`src/rtl/rgmii_pkg.sv`:
```
`timescale 1ns/1ps
// Shared encodings for the RGMII transmit adapter: link speeds, FSM states and
// the TX_CTL falling-half encoder.
package rgmii_pkg;

    localparam logic [1:0] SPD_10   = 2'b00;
    localparam logic [1:0] SPD_100  = 2'b01;
    localparam logic [1:0] SPD_1000 = 2'b10;

    typedef enum logic [1:0] {
        ST_IDLE,
        ST_SEND,
        ST_NIB_HI,
        ST_IFG
    } state_t;

    // Falling-half TX_CTL value; er has no meaning outside a frame, so idle stays 0.
    function automatic logic enc_ctl(input logic en, input logic er, input logic er_encode);
        if (!en) return 1'b0;
        return er_encode ? (en ^ er) : er;
    endfunction

endpackage

```
`src/rtl/rgmii_oddr.sv`:
```
`timescale 1ns/1ps
// One-bit DDR output cell: behavioural stand-in for the vendor ODDR primitive
// (both halves captured on the rising edge, rise half driven while clk is high).
module rgmii_oddr (
    input  logic clk,
    input  logic rst_n,
    input  logic d_rise,
    input  logic d_fall,
    output logic q
);

    logic rise_q;
    logic fall_q;

    // NOTE: sequential state uses non-blocking assignments so every register samples
    // pre-edge values; the async clear forces the pin low without waiting for a clock.
    always_ff @(posedge clk or negedge rst_n) begin
        if (!rst_n) begin
            rise_q <= 1'b0;
            fall_q <= 1'b0;
        end else begin
            rise_q <= d_rise;
            fall_q <= d_fall;
        end
    end

    assign q = clk ? rise_q : fall_q;

endmodule

```
`src/rtl/rgmii_tx_adapt.sv`:
```
`timescale 1ns/1ps
// Tri-speed GMII->RGMII transmit adapter: byte handshake from the MAC, nibble pipe
// into per-bit DDR cells, inter-frame gap enforcement and TX_ER onto TX_CTL.
module rgmii_tx_adapt
    import rgmii_pkg::*;
#(
    parameter int IFG_BYTES = 12,
    parameter bit ER_ENCODE = 1'b1
) (
    input  logic       gmii_tx_clk,
    input  logic       rst_n,
    input  logic [1:0] speed_sel,
    input  logic       gmii_tx_en,
    input  logic       gmii_tx_er,
    input  logic [7:0] gmii_txd,
    output logic       tx_ready,
    output logic       tx_busy,
    output logic       rgmii_txc,
    output logic       rgmii_tx_ctl,
    output logic [3:0] rgmii_txd
);

    localparam int IFG_W = (IFG_BYTES > 0) ? $clog2(2 * IFG_BYTES + 1) : 1;
    localparam logic [IFG_W-1:0] IFG_LOAD_GIG = IFG_W'(IFG_BYTES);
    // The end-of-frame cycle already spent one nibble time of the gap.
    localparam logic [IFG_W-1:0] IFG_LOAD_NIB = IFG_W'(2 * IFG_BYTES - 1);

    state_t           state, state_d;
    logic [1:0]       speed_q, speed_d;
    logic             ready_q, ready_d;
    logic [3:0]       hi_q, hi_d;
    logic             er_q, er_d;
    logic [IFG_W-1:0] ifg_cnt, ifg_d;
    logic [3:0]       rise_q, rise_d, fall_q, fall_d;
    logic             crise_q, crise_d, cfall_q, cfall_d;
    logic             is_gig;
    logic             accept;

    assign is_gig = !((speed_q == SPD_10) || (speed_q == SPD_100));
    assign accept = gmii_tx_en & ready_q;

    // NOTE: every always_comb output gets a default before the case so no path
    // leaves a value unassigned and a latch cannot be inferred.
    always_comb begin
        state_d = state;
        speed_d = speed_q;
        hi_d    = hi_q;
        er_d    = er_q;
        ifg_d   = ifg_cnt;
        rise_d  = 4'h0;
        fall_d  = 4'h0;
        crise_d = 1'b0;
        cfall_d = 1'b0;

        unique case (state)
            ST_IDLE, ST_SEND: begin
                if (accept) begin
                    crise_d = 1'b1;
                    cfall_d = enc_ctl(1'b1, gmii_tx_er, ER_ENCODE);
                    rise_d  = gmii_txd[3:0];
                    if (is_gig) begin
                        fall_d  = gmii_txd[7:4];
                        state_d = ST_SEND;
                    end else begin
                        fall_d  = gmii_txd[3:0];
                        hi_d    = gmii_txd[7:4];
                        er_d    = gmii_tx_er;
                        state_d = ST_NIB_HI;
                    end
                end else if (state == ST_IDLE) begin
                    speed_d = speed_sel;
                end else if (IFG_BYTES == 0) begin
                    state_d = ST_IDLE;
                end else begin
                    ifg_d   = is_gig ? IFG_LOAD_GIG : IFG_LOAD_NIB;
                    state_d = ST_IFG;
                end
            end
            ST_NIB_HI: begin
                rise_d  = hi_q;
                fall_d  = hi_q;
                crise_d = 1'b1;
                cfall_d = enc_ctl(1'b1, er_q, ER_ENCODE);
                state_d = ST_SEND;
            end
            ST_IFG: begin
                if (ifg_cnt <= IFG_W'(1)) state_d = ST_IDLE;
                else                      ifg_d   = ifg_cnt - IFG_W'(1);
            end
        endcase

        ready_d = (state_d == ST_IDLE) || (state_d == ST_SEND);
    end

    always_ff @(posedge gmii_tx_clk or negedge rst_n) begin
        if (!rst_n) begin
            state   <= ST_IDLE;
            speed_q <= SPD_1000;
            ready_q <= 1'b0;
            hi_q    <= 4'h0;
            er_q    <= 1'b0;
            ifg_cnt <= '0;
            rise_q  <= 4'h0;
            fall_q  <= 4'h0;
            crise_q <= 1'b0;
            cfall_q <= 1'b0;
        end else begin
            state   <= state_d;
            speed_q <= speed_d;
            ready_q <= ready_d;
            hi_q    <= hi_d;
            er_q    <= er_d;
            ifg_cnt <= ifg_d;
            rise_q  <= rise_d;
            fall_q  <= fall_d;
            crise_q <= crise_d;
            cfall_q <= cfall_d;
        end
    end

    assign tx_ready = ready_q;
    assign tx_busy  = (state != ST_IDLE);

    rgmii_oddr u_oddr_txc (
        .clk    (gmii_tx_clk),
        .rst_n  (rst_n),
        .d_rise (1'b1),
        .d_fall (1'b0),
        .q      (rgmii_txc)
    );

    rgmii_oddr u_oddr_ctl (
        .clk    (gmii_tx_clk),
        .rst_n  (rst_n),
        .d_rise (crise_q),
        .d_fall (cfall_q),
        .q      (rgmii_tx_ctl)
    );

    for (genvar i = 0; i < 4; i++) begin : g_txd
        rgmii_oddr u_oddr_txd (
            .clk    (gmii_tx_clk),
            .rst_n  (rst_n),
            .d_rise (rise_q[i]),
            .d_fall (fall_q[i]),
            .q      (rgmii_txd[i])
        );
    end

endmodule
```
`config.mk`:
```
export PLATFORM = sky130hd
export DESIGN_NAME = rgmii_tx_adapt
export DESIGN_NICKNAME = d
export VERILOG_FILES = /design/src/rtl/rgmii_pkg.sv /design/src/rtl/rgmii_oddr.sv /design/src/rtl/rgmii_tx_adapt.sv
export SDC_FILE = /design/constraint.sdc
export NUM_CORES = 1
export LEC_CHECK = 0
export CAP_MARGIN = 0
export CORE_ASPECT_RATIO = 1.75
export CORE_MARGIN = 2
export CORE_UTILIZATION = 45
export CTS_CLUSTER_DIAMETER = 120
export DETAILED_ROUTE_END_ITERATION = 16
export MAX_ROUTING_LAYER = met4
export PLACE_DENSITY = 0.72
export SYNTH_ARGS = -nofsm -noshare
export SYNTH_HDL_FRONTEND = slang
export SYNTH_SLANG_ARGS = --single-unit
```
`constraint.sdc`:
```
create_clock -name gmii_tx_clk -period 2 [get_ports gmii_tx_clk]
set_input_delay 0.3 -clock gmii_tx_clk [delete_from_list [all_inputs] [get_ports gmii_tx_clk]]
set_output_delay 0.3 -clock gmii_tx_clk [all_outputs]
set_load 0.01 [all_outputs]
```
# After elaboration in Yosys (flattened, before gate mapping)
# Cells that the tools add are included.
[word_totals]
output_inout_bits = 8
register_bits = 36
word_cells = 71
input_bits = 14
[classes]
bitwise = 4
reduce_logical = 11
n_addsub = 1
eq_ne = 8
muxes = 25
order_cmp = 1
[op_table]
columns = ["op", "count"]
rows = [
  ["2-to-1 mux 5 bit", 4],
  ["case mux 4 bit (2 select lines)", 2],
  ["2-to-1 mux 4 bit", 3],
  ["case mux 5 bit (2 select lines)", 1],
  ["2-to-1 mux 1 bit", 8],
  ["2-to-1 mux 2 bit", 4],
  ["== test 2 x 1 -> 1 bit, second input constant", 3],
  ["zero test 2 bit", 3],
  ["!= test 2 bit, second input constant", 3],
  ["case mux 2 bit (3 select lines)", 1],
  ["AND reduction 3 bit", 2],
  ["<= comparator 5 x 1 -> 1 bit, second input constant", 1],
  ["subtractor 5 x 1 -> 5 bit, second input constant", 1],
  ["== test 2 bit, second input constant", 2],
  ["case mux 1 bit (2 select lines)", 2],
  ["AND reduction 4 bit", 1],
  ["nonzero test 2 bit", 2],
  ["NOT 1 bit", 3],
  ["logical OR 1 bit", 2],
  ["OR reduction 2 bit", 1],
  ["bitwise AND 1 bit", 1],
]

# Logic depth before layout (Yosys ltp)
[depth]
word_depth = 7
ltp_mapped = 6
depth_no_buf = 6

# Modules after synthesis
# A second synthesis with hierarchy kept.
[hier_totals]
hier_cells = 121
hier_area_um2 = 1502.7
[by_module_without_submodules]
columns = ["module", "area_per_inst_um2", "seq_area_each_um2", "n_inst", "cells_per_inst"]
rows = [
  ["rgmii_tx_adapt", 1112.3, 601.8, 1, 103],
  ["rgmii_oddr", 65.1, 50.0, 6, 3],
]

==> results.py <==
metrics = {
    "die": {
        "coreArea_sq_um": 3140,
        "fp.dieH_um": 79.8,
        "io_pins": 22,
        "num_rows": 27,
        "die_w_um": 47.3,
        "dieArea_sq_um": 3770,
        "initial_core_util": 0.470,
    },
    "place": {
        "placedCellCount": 183,
        "port_buffers": 20,
        "dp.final_hpwl_um": 1790,
        "gp_congestion": 0.895,
        "placed_area_sq_um": 1700,
    },
    "grt": {
        "grt_max_degree": 36,
        "use_met1": 0.189,
        "grt_pass1_vias": 1045,
        "met2_usage": 0.242,
        "antenna_found_initial": 0,
        "grt_pass1_wl_um": 4450,
        "gr-total-overflow": 0,
        "grt_usage": 0.184,
        "top_usage_layer": "met2",
        "grt_use_met3": 0.0543,
    },
    "routing": {
        "drcViolationCount": 0,
        "dr.pass1.iters": 4,
        "wl_per_cell_um": 13.4,
        "antenna_left": 0,
        "num_vias": 1015,
        "routed_via_density": 5.18,
        "dr.first_iter.drc_count": 18,
        "routed_wl_um": 2630,
    },
    "critical_path": {
        "critPathKind": "clock port to output pin",
        "start_kind": "clock port",
        "cpPeakStageDelay_ns": 0.27,
        "critical_path.max_fanout": 4,
        "crit_family": "buffers and inverters",
        "cp.required_ns": 1.70,
        "r2r-end": "state[1]",
        "r2r_setup_slack_ns": 0.42,
        "cp.arrival_ns": 1.64,
        "r2r_start": "ifg_cnt[2]",
        "crit_buf_inv": 3,
        "slowest_stage": "dlygate4sd2_1",
        "endpoint_kind": "output pin",
        "crit_chain": "clkbuf_8 > clkbuf_8 > and2_1 > dlygate4sd2_1",
        "rr_worst_depth": 4,
        "critPathMostFrequentCell": "clkbuf_8",
    },
    "timing": {
        "finalSetupViolations": 0,
        "slew_violations": 0,
        "rsz0062_at_grt": "no",
        "finClkSkew_ns": 0.00541,
        "fin_tns_setup_ns": 0,
        "timing.final.hold_violations": 0,
    },
    "cells_and_area": {
        "design_area_sq_um": 1850,
        "post_route_cells_drive_above_1_share": 0.255,
        "nets": 167,
        "nFillCells": 266,
        "utilization": 0.589,
        "diodes": 0,
        "syn2layout_area_growth_pct": 25.3,
        "final_cells": 196,
    },
    "pwr": {
        "ir_drop_mv": 0.876,
        "finalPower_w": 0.00266,
        "p_per_area_nw_per_um2": 1440,
        "power.leakage_nw": 0.877,
    },
    "worst_hold_path": {
        "min_path_type": "input pin to asynchronous set/reset pin",
    },
    "clock_network": {
        "cts_tree": "built",
        "clkSlewWorstSetupHoldPaths_ns": 0.07,
        "insertion_delay_ns": 0.39,
    },
    "run": {
        "maxCapViolations": 0,
    },
    "logic_synthesis": {
        "synthDistinctLibCells": 30,
        "synth_area_per_cell_sq_um": 11.7,
        "syn_area_sq_um": 1480,
        "syn_inst": 126,
        "synth_nets": 142,
        "yosysWarnings": 0,
        "ys_ff_latch": 35,
        "yosysSeqAreaShare": 0.594,
    },
    "status": {
        "status": "finished, final reports clean",
    },
}
placed cells by master, fill, tap and decap left out, drive strengths merged, types with 2 or more instances in the layout:
master	instances
o21ai	15
nor2	8
mux2i	4
clkbuf	10
ha	2
buf	7
clkdlybuf4s50	14
nand2	8
a21oi	6
dfrtp	34
mux2	11
a31oi	3
and2	3
inv	10
area by class of cell:
| type | instances | area, sq um | share of cell area |
|---|---|---|---|
| well taps | 43 | 53.8 | 0.0291 |
| flip-flops and latches | 35 | 880 | 0.476 |
| clock buffers | 16 | 161 | 0.0873 |
| inverters | 9 | 33.8 | 0.0183 |
| clock inverters | 3 | 47.5 | 0.0257 |
| multi-input cells | 74 | 518 | 0.280 |
| repair buffers | 16 | 155 | 0.0839 |
timing repair:
action | CTS | global route
setup endpoints to repair | 7 | 1
gates cloned | 0 | 0
gates resized for setup | 23 | 1
buffers inserted | 0 | 0
hold buffers | 0 | 0
endpoints found under the hold margin | 0 | 0
synth_stat cells, drive strengths merged:
| cell type | number | share of area |
|---|---|---|
| dfrtp | 34 | 0.58 |
| o21ai | 15 | 0.051 |
| mux2 | 11 | 0.084 |
| inv | 9 | 0.023 |
| nand2 | 8 | 0.020 |
| nor2 | 8 | 0.022 |
| a21oi | 6 | 0.020 |
| buf | 6 | 0.027 |
| mux2i | 4 | 0.027 |
| a31oi | 3 | 0.013 |
| and2 | 3 | 0.013 |
| clkbuf | 2 | 0.0051 |
| ha | 2 | 0.017 |
| a22oi | 1 | 0.0051 |
| a311oi | 1 | 0.0059 |
| and2b | 1 | 0.0059 |
| conb | 1 | 0.0025 |
| dfstp | 1 | 0.018 |
| nand3 | 1 | 0.0034 |
| nand3b | 1 | 0.0051 |
| nor3 | 1 | 0.0034 |
| nor4b | 1 | 0.0059 |
| o21a | 1 | 0.0051 |
| o21ba | 1 | 0.0068 |
| o22ai | 1 | 0.0042 |
| o311ai | 1 | 0.018 |
| o31ai | 1 | 0.0051 |
| or3 | 1 | 0.0076 |
routing by layer:
layer | routed length [um] | vias to the layer above
li1 | - | 477
met1 | 987 | 485
met2 | 1440 | 45
met3 | 130 | 8
met4 | 69 | 0
met5 | 0 | -
worst max path at each step:
| stage | depth (start not counted) | start | end |
|---|---|---|---|
| 2_1_floorplan | 2 | gmii_tx_clk | rgmii_txd[0] |
| 3_3_place_gp | 2 | gmii_tx_clk | rgmii_tx_ctl |
| 4_1_cts | 4 | gmii_tx_clk | rgmii_txd[0] |
| 6_report | 4 | gmii_tx_clk | rgmii_txc |
| 3_5_place_dp | 2 | gmii_tx_clk | rgmii_txd[1] |
| 5_1_grt | 4 | gmii_tx_clk | rgmii_txd[3] |
logic make-up (layout without fill, tap and decap cells):
logic type | after synthesis | in the layout | synth area share
compound gates | 31 | 31 | 0.134
fa+ha+maj | 2 | 2 | 0.0169
buf+inv | 17 | 44 | 0.0551
flops | 35 | 35 | 0.594
mux | 15 | 15 | 0.111
other cells | 1 | 1 | 0.00254
simple gates | 25 | 25 | 0.0864
where the power goes:
| group | internal, W | switching, W |
|---|---|---|
| Sequential | 0.000914 | 0.000172 |
| Combinational | 0.000283 | 0.000287 |
| Clock | 0.000633 | 0.000374 |
| Total | 0.00183 | 0.000832 |
registers in the layout, summed over array words and instances, names as in the netlist:
register                 flops
ifg_cnt                      5
fall_q                       4
g_txd.u_oddr_txd.fall_q      4
g_txd.u_oddr_txd.rise_q      4
hi_q                         4
rise_q                       4
state                        2
cfall_q                      1
crise_q                      1
er_q                         1
speed_q                      1
tx_ready                     1
u_oddr_ctl.fall_q            1
u_oddr_ctl.rise_q            1
u_oddr_txc.rise_q            1
stage by stage:
step,setup WS (ns),hold WS (ns)
3_5_place_dp,-0.00843,0.335
3_3_place_gp,-0.00842,0.333
6_report,0.0563,0.306
2_1_floorplan,0.321,0.00441
5_1_grt,0.0340,0.342
4_1_cts,0.0459,0.312
(Power assumes the default switching activity.)
